`config.mk`:
```
export PLATFORM = sky130hd
export DESIGN_NAME = delta_reconstruct
export DESIGN_NICKNAME = d
export VERILOG_FILES = /design/src/rtl/delta_reconstruct_pkg.sv /design/src/rtl/delta_apply.sv /design/src/rtl/delta_reconstruct.sv
export SDC_FILE = /design/constraint.sdc
export NUM_CORES = 1
export LEC_CHECK = 0
export CAP_MARGIN = 20
export CORE_UTILIZATION = 64
export DETAILED_ROUTE_END_ITERATION = 10
export DONT_BUFFER_PORTS = 1
export GPL_TIMING_DRIVEN = 0
export PLACE_DENSITY = 0.91
export SETUP_SLACK_MARGIN = 0.2
export SKIP_LAST_GASP = 1
export SYNTH_ARGS = -nofsm -noshare
export SYNTH_HDL_FRONTEND = slang
export SYNTH_SLANG_ARGS = --single-unit
```
`constraint.sdc`:
```
create_clock -name clk -period 3.4 [get_ports clk]
set_input_delay 0.85 -clock clk [delete_from_list [all_inputs] [get_ports clk]]
set_output_delay 0.85 -clock clk [all_outputs]
set_load 0.05 [all_outputs]
```
`src/rtl/delta_reconstruct_pkg.sv`:
```
// Shared types and constants for the delta reconstruction block.
package delta_reconstruct_pkg;

    // IDLE: no base loaded, RUN: accumulator valid and output empty,
    // HOLD: output register occupied and waiting for the consumer.
    typedef enum logic [1:0] {
        IDLE = 2'd0,
        RUN  = 2'd1,
        HOLD = 2'd2
    } state_t;

    localparam logic DIR_UP   = 1'b0;
    localparam logic DIR_DOWN = 1'b1;

endpackage

```
`src/rtl/delta_apply.sv`:
```
// Combinational accumulator update: acc +/- mag at WIDTH+1 bits, then
// clamp or wrap on carry/borrow and report it on clip.
module delta_apply #(
    parameter int WIDTH    = 16,
    parameter int SATURATE = 1
) (
    input  logic [WIDTH-1:0] acc,
    input  logic [WIDTH-1:0] mag,
    input  logic             dir,
    output logic [WIDTH-1:0] result,
    output logic             clip
);
    import delta_reconstruct_pkg::*;

    logic [WIDTH:0] ext;

    // The extra top bit is the carry for an add and the borrow for a subtract,
    // so one bit tells both directions that the result left the range.
    function automatic logic [WIDTH-1:0] limit(input logic [WIDTH:0] raw, input logic down);
        if (SATURATE == 0 || !raw[WIDTH]) begin
            return raw[WIDTH-1:0];
        end
        return down ? '0 : '1;
    endfunction

    // Extended add/subtract followed by the range limiter.
    always_comb begin
        if (dir == DIR_DOWN) begin
            ext = {1'b0, acc} - {1'b0, mag};
        end else begin
            ext = {1'b0, acc} + {1'b0, mag};
        end
        result = limit(ext, dir == DIR_DOWN);
        clip   = ext[WIDTH];
    end

endmodule

```
`src/rtl/delta_reconstruct.sv`:
```
// Rebuilds an absolute sample stream from (magnitude, direction) difference
// tokens, starting from a loaded base value. One-entry output register with
// full-throughput handshakes on both sides.
module delta_reconstruct #(
    parameter int WIDTH    = 16,
    parameter int SATURATE = 1
) (
    input  logic             clk,
    input  logic             rst_n,
    input  logic             load,
    input  logic [WIDTH-1:0] base,
    input  logic             in_valid,
    output logic             in_ready,
    input  logic [WIDTH-1:0] mag,
    input  logic             dir,
    output logic             out_valid,
    input  logic             out_ready,
    output logic [WIDTH-1:0] value,
    output logic             clip,
    output logic [15:0]      count
);
    import delta_reconstruct_pkg::*;

    state_t           state;
    logic [WIDTH-1:0] acc;
    logic [WIDTH-1:0] next_acc;
    logic             step_clip;
    logic             accept;
    logic             drain;

    delta_apply #(
        .WIDTH    (WIDTH),
        .SATURATE (SATURATE)
    ) u_apply (
        .acc    (acc),
        .mag    (mag),
        .dir    (dir),
        .result (next_acc),
        .clip   (step_clip)
    );

    // A token may enter whenever the output slot is empty or being emptied
    // this cycle; load always wins so a concurrent token is dropped.
    assign in_ready = !load && ((state == RUN) || (state == HOLD && out_ready));
    assign accept   = in_valid && in_ready;
    assign drain    = out_valid && out_ready;

    // Control FSM with the accumulator and all registered outputs.
    always_ff @(posedge clk or negedge rst_n) begin
        if (!rst_n) begin
            state     <= IDLE;
            acc       <= '0;
            value     <= '0;
            out_valid <= 1'b0;
            clip      <= 1'b0;
            count     <= '0;
        end else if (load) begin
            state     <= RUN;
            acc       <= base;
            out_valid <= 1'b0;
            clip      <= 1'b0;
            count     <= '0;
        end else begin
            if (drain) begin
                count <= count + 16'd1;
            end
            if (accept) begin
                acc       <= next_acc;
                value     <= next_acc;
                out_valid <= 1'b1;
                clip      <= clip | step_clip;
                state     <= HOLD;
            end else if (drain) begin
                out_valid <= 1'b0;
                state     <= RUN;
            end
        end
    end

endmodule
```
==> results of run 1 <==
==> through the flow <==
stage / total power (uW) / area (um^2) / utilization, % / setup slack, ns
after floorplan: 1929 / 3562 / - / -0.3117
after global placement: 2104 / 3650 / 71.01 / -0.6697
after detailed placement: 2143 / 3650 / 71.01 / -0.7238
after CTS: 2612 / 3844 / 74.78 / -0.1855
after global routing: 2983 / 4116 / 80.09 / -0.4486
final: 2854 / 4116 / 80.09 / -0.2820
==> what timing repair did <==
item | CTS | global route
setup buffers | 5 | 8
pin swaps | 10 | 17
hold buffers | 0 | 0
resized for setup | 12 | 32
setup endpoints to repair | 33 | 33
cloned | 0 | 4
==> worst max path at each step <==
stage | end | depth (start not counted) | slack (ns)
floorplan | value[2] | 17 | -0.31
global placement | acc[3] | 13 | -0.67
detailed placement | acc[4] | 13 | -0.72
CTS | acc[3] | 16 | -0.19
global route | acc[10] | 16 | -0.45
finish | value[2] | 18 | -0.28
==> where the power goes <==
group	internal, uW	switching, uW	leakage (uW)
registers	733	450	0.000632
logic	538	706	0.00110
clock network	216	211	0.0000502
total	1490	1370	0.00178
==> cell type report <==
cell class              count  area [um^2]  share of cell area, %
plain buffers              26        201.4                  4.894
clock buffers               5        68.82                  1.672
clock inverters             2        37.54                 0.9119
inverters                   7        26.28                 0.6383
multi-input cells         337         2222                  53.98
flip-flops and latches     51         1276                  31.00
well taps                  70        87.58                  2.128
repair buffers             19        196.4                  4.772
==> worst max-delay path: cells and delay by family <==
family	cells	cell delay, ns
AOI/OAI and AO/OA	4	0.52
xor gates and xnor gates	2	0.35
adders and majority gates	1	0.27
buffers and inverters	5	0.76
and+or+nand+nor	6	1.16
==> cells in the mapped netlist (2+ instances only) <==
library cell   n  share of area, %
and3_1         6               1.1
a311o_1        4               1.2
or3_1          3              0.55
xnor2_1       23               5.9
nor3_2         2              0.58
nor3_1         5              0.73
a31oi_1        4              0.73
inv_1          7              0.76
nand2_1       60               6.5
a21o_1         2              0.44
mux2i_1        2              0.58
xor2_1        19               4.8
dfrtp_1       51                37
o211ai_1       4              0.87
nand4_1        6               1.1
nand2_2        2              0.36
nand2b_1       5              0.91
nor2_1        58               6.3
buf_2          2              0.29
and2_1         2              0.36
nand3_1       22               3.2
buf_1          4              0.44
buf_4          3              0.65
o21ai_0       16               2.3
ha_1          18               6.5
o31ai_1        2              0.44
buf_6          2              0.65
o21a_1         2              0.44
a21oi_1       53               7.7
clkbuf_1      15               1.6
==> routing by layer <==
| metal | vias to the layer above | share of wire [%] | global-route usage, % | wire [um] |
|---|---|---|---|---|
| met5 | - | 0 | 0 | 0 |
| met4 | 0 | 4.5 | 12.35 | 434 |
| met3 | 43 | 8.7 | 4.894 | 840 |
| met2 | 199 | 49 | 55.65 | 4720 |
| met1 | 1541 | 38 | 38.49 | 3611 |
| li1 | 1500 | - | - | - |
==> cells in the final DEF, fill, tap and decap left out, drive strengths merged, types with 2 or more instances in the layout <==
master	synthesis	routed
and2	2	2
and3	6	6
xnor2	23	23
nand2b	5	5
a31oi	4	4
nor2	58	58
clkbuf	15	22
mux2i	2	2
o211ai	5	5
or3	3	3
a311o	4	4
nor4b	2	2
ha	18	18
a21oi	54	54
dfrtp	51	51
a21o	3	3
o31ai	2	2
buf	11	28
inv	7	7
nand3	22	22
o21ai	16	16
nand4	6	6
nor3	7	7
o21a	2	2
nand2	62	62
xor2	19	19
==> cell families after synthesis <==
family / Yosys count / share of synthesized area [%]
compound gates: 98 / 17.08
xor+xnor: 42 / 10.69
fa+ha+maj: 19 / 7.125
buf+inv: 33 / 4.435
flops: 51 / 37.08
mux: 2 / 0.5816
simple gates: 176 / 23.01
==> sequential cells by signal (all words and copies together), names as in the netlist <==
signal,cells
value,16
clip,1
count,16
acc,16
out_valid,1
state,1
==> flow_summary.json, run 1 <==
{
  "status": "finished with violations",
  "violations": "setup timing",
  "yosysWarningCount": 0,
  "finalSetupViolations": 33,
  "synthArstFlopShare_pct": 100.0,
  "vdd_drop_max_mv": 0.3030,
  "setup_ws_ns": -0.2820,
  "num-nets-final": 504,
  "wl_per_cell_um": 18.58,
  "overflow": 0,
  "r2r-end": "value[2]",
  "cts_tree": "done",
  "die_area_mm2": 0.005675,
  "report.final.hold_viol_count": 0,
  "skew_ns": 0.01418,
  "fill_cells": 329,
  "grt_max_degree": 52,
  "clk_pin_slew_ns": 0.11,
  "period_minus_slack_ns": 3.682,
  "ctsRootBufferMaster": "clkbuf_8",
  "grt_pass1_vias": 2926,
  "dp_cells": 491,
  "reg2reg_from": "acc[0]",
  "coreArea_mm2": 0.005140,
  "cts_buffers": 5,
  "hold-worst-slack_ns": 0.2135,
  "area_growth_pct": 19.59,
  "slew_headroom_pct": 60.75,
  "drc": 0,
  "ios": 73,
  "die_x_um": 75.34,
  "crit_arrival_ns": 3.93,
  "synth_ff_type": "dfrtp_1",
  "reg2reg_slack_ns": 0.53,
  "crit_fanout": 10,
  "htreeDepth": 2,
  "finalMaxSlewViolations": 0,
  "critPathLaunchType": "input port",
  "ant_nets": 0,
  "hpwlAfterDp_mm": 6.451,
  "fin_cells": 517,
  "antenna_cells": 0,
  "crit_type": "input port to register",
  "fin_tns_setup_ns": -7.120,
  "critPathRequiredTime_ns": 3.64,
  "drive_gt1_share_pct": 18.57,
  "synth-seq-area-share_pct": 37.08,
  "clk_latency_ns": 0.31,
  "cp_slowest_cell": "nor4b_4",
  "die_h_um": 75.34,
  "ys_seq_elements": 51,
  "routed_wl_mm": 9.607,
  "port-buffer-count": 0,
  "syn_avg_cell_area_um2": 8.176,
  "synth_edf_count": 0,
  "cts_buffer_depth": 2,
  "routabilityCongestion": 0.9073,
  "synthesis.area_mm2": 0.003442,
  "netlist_instances": 421,
  "synth_cell_types": 47,
  "p_per_area_mw_per_mm2": 693.3,
  "power_leakage_uw": 0.001781,
  "drt_iter0_drc": 261,
  "end_kind": "register",
  "tightest_slew_ns": 0.5887,
  "vias": 3283,
  "drv_cap": 0,
  "antenna_found_initial": 0,
  "start_util_pct": 66.97,
  "timing.fmax_mhz": 271.6,
  "max_stage_delay_ns": 0.36,
  "path_cells": "nor3_4 > nand2_2 > nor4b_4 > buf_4 > a21oi_1 > xnor2_1 > ha_1 > buf_6 > nand2_2 > o21ai_2 > a311oi_2 > o31ai_2 > xor2_1 > buf_4 > or3_4 > buf_6 > buf_8 > nand3_1",
  "syn_nets": 478,
  "firstDrtPassIters": 5,
  "crit_start": "mag[4]",
  "num_rows": 26,
  "cts_num_sinks": 51,
  "vias_per_cell": 6.350,
  "ff2ff_path_depth": 14,
  "min_period_over_period_pct": 108.3,
  "grt_setup_unrepaired": "yes",
  "worstHoldPathType": "input port to asynchronous set/reset pin",
  "grt_usage_pct": 31.41,
  "grt_pass1_wl_mm": 13.31
}
No activity file was read; power rests on OpenSTA's default activity.
==> inputs of run 2 (changes only) <==
PLACE_DENSITY = 0.82   (was 0.91)
==> flow_summary.json, run 2 (synthesis gave the netlist of run 1 again) <==
{
  "grt_pass1_vias": 2967,
  "cts_num_sinks": 51,
  "r2r-end": "acc[0]",
  "min_period_over_period_pct": 104.6,
  "grt_pass1_wl_mm": 13.24,
  "clk_latency_ns": 0.31,
  "routabilityCongestion": 0.9301,
  "setup_ws_ns": -0.1561,
  "coreArea_mm2": 0.005140,
  "worstHoldPathType": "input port to asynchronous set/reset pin",
  "violations": "setup timing",
  "path_cells": "nor3_4 > nand2_2 > nor4b_4 > nor2b_4 > a21oi_2 > xnor2_1 > ha_1 > clkbuf_8 > a21oi_4 > o21ai_2 > a311oi_1 > o31ai_1 > xor2_1 > or3_1 > buf_6 > clkbuf_16 > nand3_2",
  "firstDrtPassIters": 5,
  "power_leakage_uw": 0.001774,
  "ff2ff_path_depth": 13,
  "layout_commonest_cell": "nor2_1",
  "report.final.hold_viol_count": 0,
  "drt_iter0_drc": 200,
  "skew_ns": 0.003412,
  "antenna_found_initial": 0,
  "critPathRequiredTime_ns": 3.65,
  "status": "finished with violations",
  "period_minus_slack_ns": 3.556,
  "multi_input_area_mm2": 0.002186,
  "die_area_mm2": 0.005675,
  "vdd_drop_max_mv": 0.2891,
  "cp_slowest_cell": "or3_1",
  "cts_tree": "done",
  "crit_type": "input port to register",
  "grt_usage_pct": 31.15,
  "antenna_cells": 0,
  "die_h_um": 75.34,
  "routed_wl_mm": 8.907,
  "reg2reg_slack_ns": 0.62,
  "ios": 73,
  "fin_cells": 517,
  "reg2reg_from": "acc[0]",
  "cts_buffer_depth": 2,
  "clk_pin_slew_ns": 0.09,
  "start_util_pct": 66.97,
  "htreeDepth": 2,
  "cts_buffers": 5,
  "finalSetupViolations": 33,
  "finalMaxSlewViolations": 0,
  "grt_max_degree": 52,
  "vias_per_cell": 6.197,
  "port-buffer-count": 0,
  "postPlaceCellArea_mm2": 0.003650,
  "p_per_area_mw_per_mm2": 657.0,
  "seqCellArea_mm2": 0.001276,
  "tightest_slew_ns": 0.5739,
  "num_rows": 26,
  "vias": 3204,
  "critPathLaunchType": "input port",
  "slew_headroom_pct": 61.74,
  "grt_setup_unrepaired": "yes",
  "ant_nets": 0,
  "num-nets-final": 503,
  "finalInstanceArea_mm2": 0.004021,
  "hold-worst-slack_ns": 0.2211,
  "drive_gt1_share_pct": 17.67,
  "largestRegisters": "acc (16), count (16), value (16)",
  "crit_fanout": 7,
  "ctsRootBufferMaster": "clkbuf_8",
  "die_x_um": 75.34,
  "wl_per_cell_um": 17.23,
  "max_stage_delay_ns": 0.34,
  "pre_cts_ws_ns": -0.6213,
  "area_growth_pct": 16.83,
  "end_kind": "register",
  "dp_cells": 491,
  "crit_arrival_ns": 3.81,
  "final_cell_mix": "57 x nor2_1, 55 x nand2_1, 51 x dfrtp_1",
  "overflow": 0,
  "totalPowerFinal_uw": 2642,
  "drc": 0,
  "fill_cells": 378,
  "timing.fmax_mhz": 281.2,
  "drv_cap": 0,
  "hpwlAfterDp_mm": 6.332
}
## run 2: layout make-up
class	count	area share, %
inverter	7	0.6534
clock buffer	6	2.054
sequential	51	31.74
buffer	26	4.387
clock inverter	2	0.4045
timing repair buffer	18	4.231
tap	70	2.178
multi-input combinational	337	54.36
## run 2: where the power goes
part	internal, uW	switching, uW
Combinational	457	630
Clock	166	210
Sequential	733	445
Total	1360	1290
## run 2: per-stage QoR
step	TNS [ns]	utilization, %
2_1_floorplan	-7.583	-
3_3_place_gp	-17.22	71.01
3_5_place_dp	-18.11	71.01
4_1_cts	-3.140	75.05
5_1_grt	-10.38	78.24
6_report	-3.456	78.24
## run 2: what timing repair did
action                                  4_1_cts  5_1_grt
pin swaps                                     8        3
buffers inserted                              6        7
resized for setup                            14       15
hold buffers                                  0        0
endpoints found under the setup margin       33       33
cloned                                        1        2
## run 2: how the worst max path moves through the flow
stage           start       end  slack (ns)  cells past startpoint
4_1_cts        mag[4]    acc[4]       -0.13                     16
3_3_place_gp   mag[2]    acc[3]       -0.58                     16
5_1_grt        mag[4]    acc[2]       -0.38                     17
6_report       mag[4]    acc[0]       -0.16                     17
3_5_place_dp   mag[2]    acc[4]       -0.62                     13
2_1_floorplan  mag[2]  value[2]       -0.31                     17
## run 2: per-layer routing
metal  share of wire, %  up-vias  GRT usage, %
met5                  0        -             0
met4                3.3        0         11.73
met3                8.1       35         5.423
met2                 50      187         54.96
met1                 39     1476         38.23
li1                   -     1506             -
## run 2: worst max-delay path, delay by kind of cell
family | cells | cell delay [ns]
XOR/XNOR | 2 | 0.31
AO/OA/AOI/OAI | 5 | 0.66
AND/OR/NAND/NOR | 6 | 1.22
adder cells (fa/ha/maj) | 1 | 0.28
buffers and inverters | 3 | 0.47
==> inputs of run 3 (changes only) <==
CAP_MARGIN = unset   (was 20)
clock period = 3.7 ns   (was 3.4 ns; I/O delays follow)
==> flow_summary.json, run 3 (synthesis gave the netlist of run 1 again) <==
{
  "status": "finished clean",
  "cp_top_family": "simple AND/OR/NAND/NOR gates",
  "critPathRequiredTime_ns": 3.95,
  "reg2reg_from": "out_valid",
  "layout_commonest_cell": "nor2_1",
  "timing.fmax_mhz": 276.2,
  "p_per_area_mw_per_mm2": 607.3,
  "port-buffer-count": 0,
  "clk_pin_slew_ns": 0.10,
  "grt_max_degree": 52,
  "cts_buffer_depth": 2,
  "die_x_um": 75.34,
  "grt_usage_pct": 31.15,
  "crit_arrival_ns": 3.87,
  "seqCellArea_mm2": 0.001276,
  "postPlaceCellArea_mm2": 0.003650,
  "worstHoldPathType": "input port to asynchronous set/reset pin",
  "cp_num_buf_inv": 3,
  "routabilityCongestion": 0.9301,
  "critPathLaunchType": "input port",
  "firstDrtPassIters": 5,
  "hpwlAfterDp_mm": 6.332,
  "ctsRootBufferMaster": "clkbuf_8",
  "htreeDepth": 2,
  "final_cell_mix": "58 x nor2_1, 55 x nand2_1, 51 x dfrtp_1",
  "skew_ns": 0.005908,
  "drt_iter0_drc": 220,
  "grt_pass1_vias": 2973,
  "multi_input_area_mm2": 0.002192,
  "num-nets-final": 499,
  "coreArea_mm2": 0.005140,
  "die_area_mm2": 0.005675,
  "crit_start": "mag[4]",
  "cp_slowest_cell": "or3_1",
  "max_stage_delay_ns": 0.34,
  "vias": 3176,
  "wl_per_cell_um": 17.16,
  "drc": 0,
  "overflow": 0,
  "ant_nets": 0,
  "cts_hold_buf": 0,
  "pre_cts_ws_ns": -0.3963,
  "report.final.hold_viol_count": 0,
  "setup_ws_ns": 0.08003,
  "slew_headroom_pct": 20.38,
  "min_period_over_period_pct": 97.84,
  "start_util_pct": 66.97,
  "antenna_cells": 0,
  "finalMaxSlewViolations": 0,
  "fin_tns_setup_ns": 0,
  "grt_pass1_wl_mm": 13.23,
  "area_growth_pct": 15.56,
  "path_cells": "nor3_4 > nand2_2 > nor4b_4 > nor2b_4 > a21oi_2 > xnor2_1 > ha_1 > clkbuf_8 > a21oi_4 > o21ai_2 > a311oi_1 > o31ai_1 > xor2_1 > or3_1 > buf_6 > clkbuf_16 > nand3_2",
  "power_leakage_uw": 0.001757,
  "crit_type": "input port to register",
  "finalInstanceArea_mm2": 0.003978,
  "antenna_found_initial": 0,
  "tightest_slew_ns": 1.194,
  "cts_tree": "done",
  "fill_cells": 386,
  "ios": 73,
  "cts_buffers": 5,
  "end_kind": "register",
  "finalSetupViolations": 0,
  "crit_fanout": 7,
  "drv_cap": 0,
  "clk_latency_ns": 0.31,
  "num_rows": 26,
  "cts_num_sinks": 51,
  "drive_gt1_share_pct": 17.16,
  "largestRegisters": "acc (16), count (16), value (16)",
  "totalPowerFinal_uw": 2416,
  "grt_setup_unrepaired": "yes",
  "routed_wl_mm": 8.803,
  "period_minus_slack_ns": 3.620,
  "die_h_um": 75.34,
  "vias_per_cell": 6.191,
  "vdd_drop_max_mv": 0.2671
}
-- run 3: worst reg2reg max path, cell delays in order, from the launching register on --
cell and delay, ns:
dfrtp_1 0.71, nand3b_1 0.13, a21oi_1 0.95, and2_1 0.24
clkbuf_1 0.39, clkbuf_1 0.47, nand3_1 0.18, nand3_2 0.12
-- run 3: through the flow --
| stage | utilization, % | hold slack, ns | instances |
|---|---|---|---|
| 2_1_floorplan | - | 0.5048 | 421 |
| 3_3_place_gp | 71.01 | 0.5264 | 491 |
| 3_5_place_dp | 71.01 | 0.5363 | 491 |
| 4_1_cts | 75.05 | 0.2930 | 506 |
| 5_1_grt | 77.39 | 0.2852 | 513 |
| 6_report | 77.39 | 0.2934 | 513 |
-- run 3: timing repair --
action	in CTS	in global routing
gates cloned	1	1
buffers inserted	6	6
resized for setup	14	13
pin swaps	8	2
endpoints found under the setup margin	33	33
-- run 3: path summary, 6_finish.rpt --
check | endpoint | slack, ns | depth (start not counted)
setup / recovery | acc[0] | 0.08 | 17
hold / removal | count[0] | 0.29 | 0
setup reg to reg | acc[10] | 0.45 | 7
hold reg to reg | state[0] | 0.56 | 2
max in group asynchronous | value[0] | 3.31 | 0
min in group clk | state[0] | 0.56 | 2
-- run 3: cell type report --
cell class / instances / share of cell area [%]
buffer: 26 / 4.341
clock buffer: 6 / 2.076
clock inverter: 2 / 0.4089
inverter: 7 / 0.6606
multi-input combinational: 337 / 55.11
sequential: 51 / 32.09
tap: 70 / 2.202
timing repair buffer: 14 / 3.114
-- run 3: routing by layer --
metal	vias to the layer above	global-route usage, %	share of wire [%]
li1	1490	-	-
met1	1479	38.23	39
met2	178	54.96	49
met3	29	5.423	8.2
met4	0	11.73	3.7
met5	-	0	0
-- run 3: where the power goes --
part           internal, uW  total, uW  switching [uW]
registers               674       1080             408
clock network           153        347             194
logic                   411        986             576
total                  1240       2420            1180
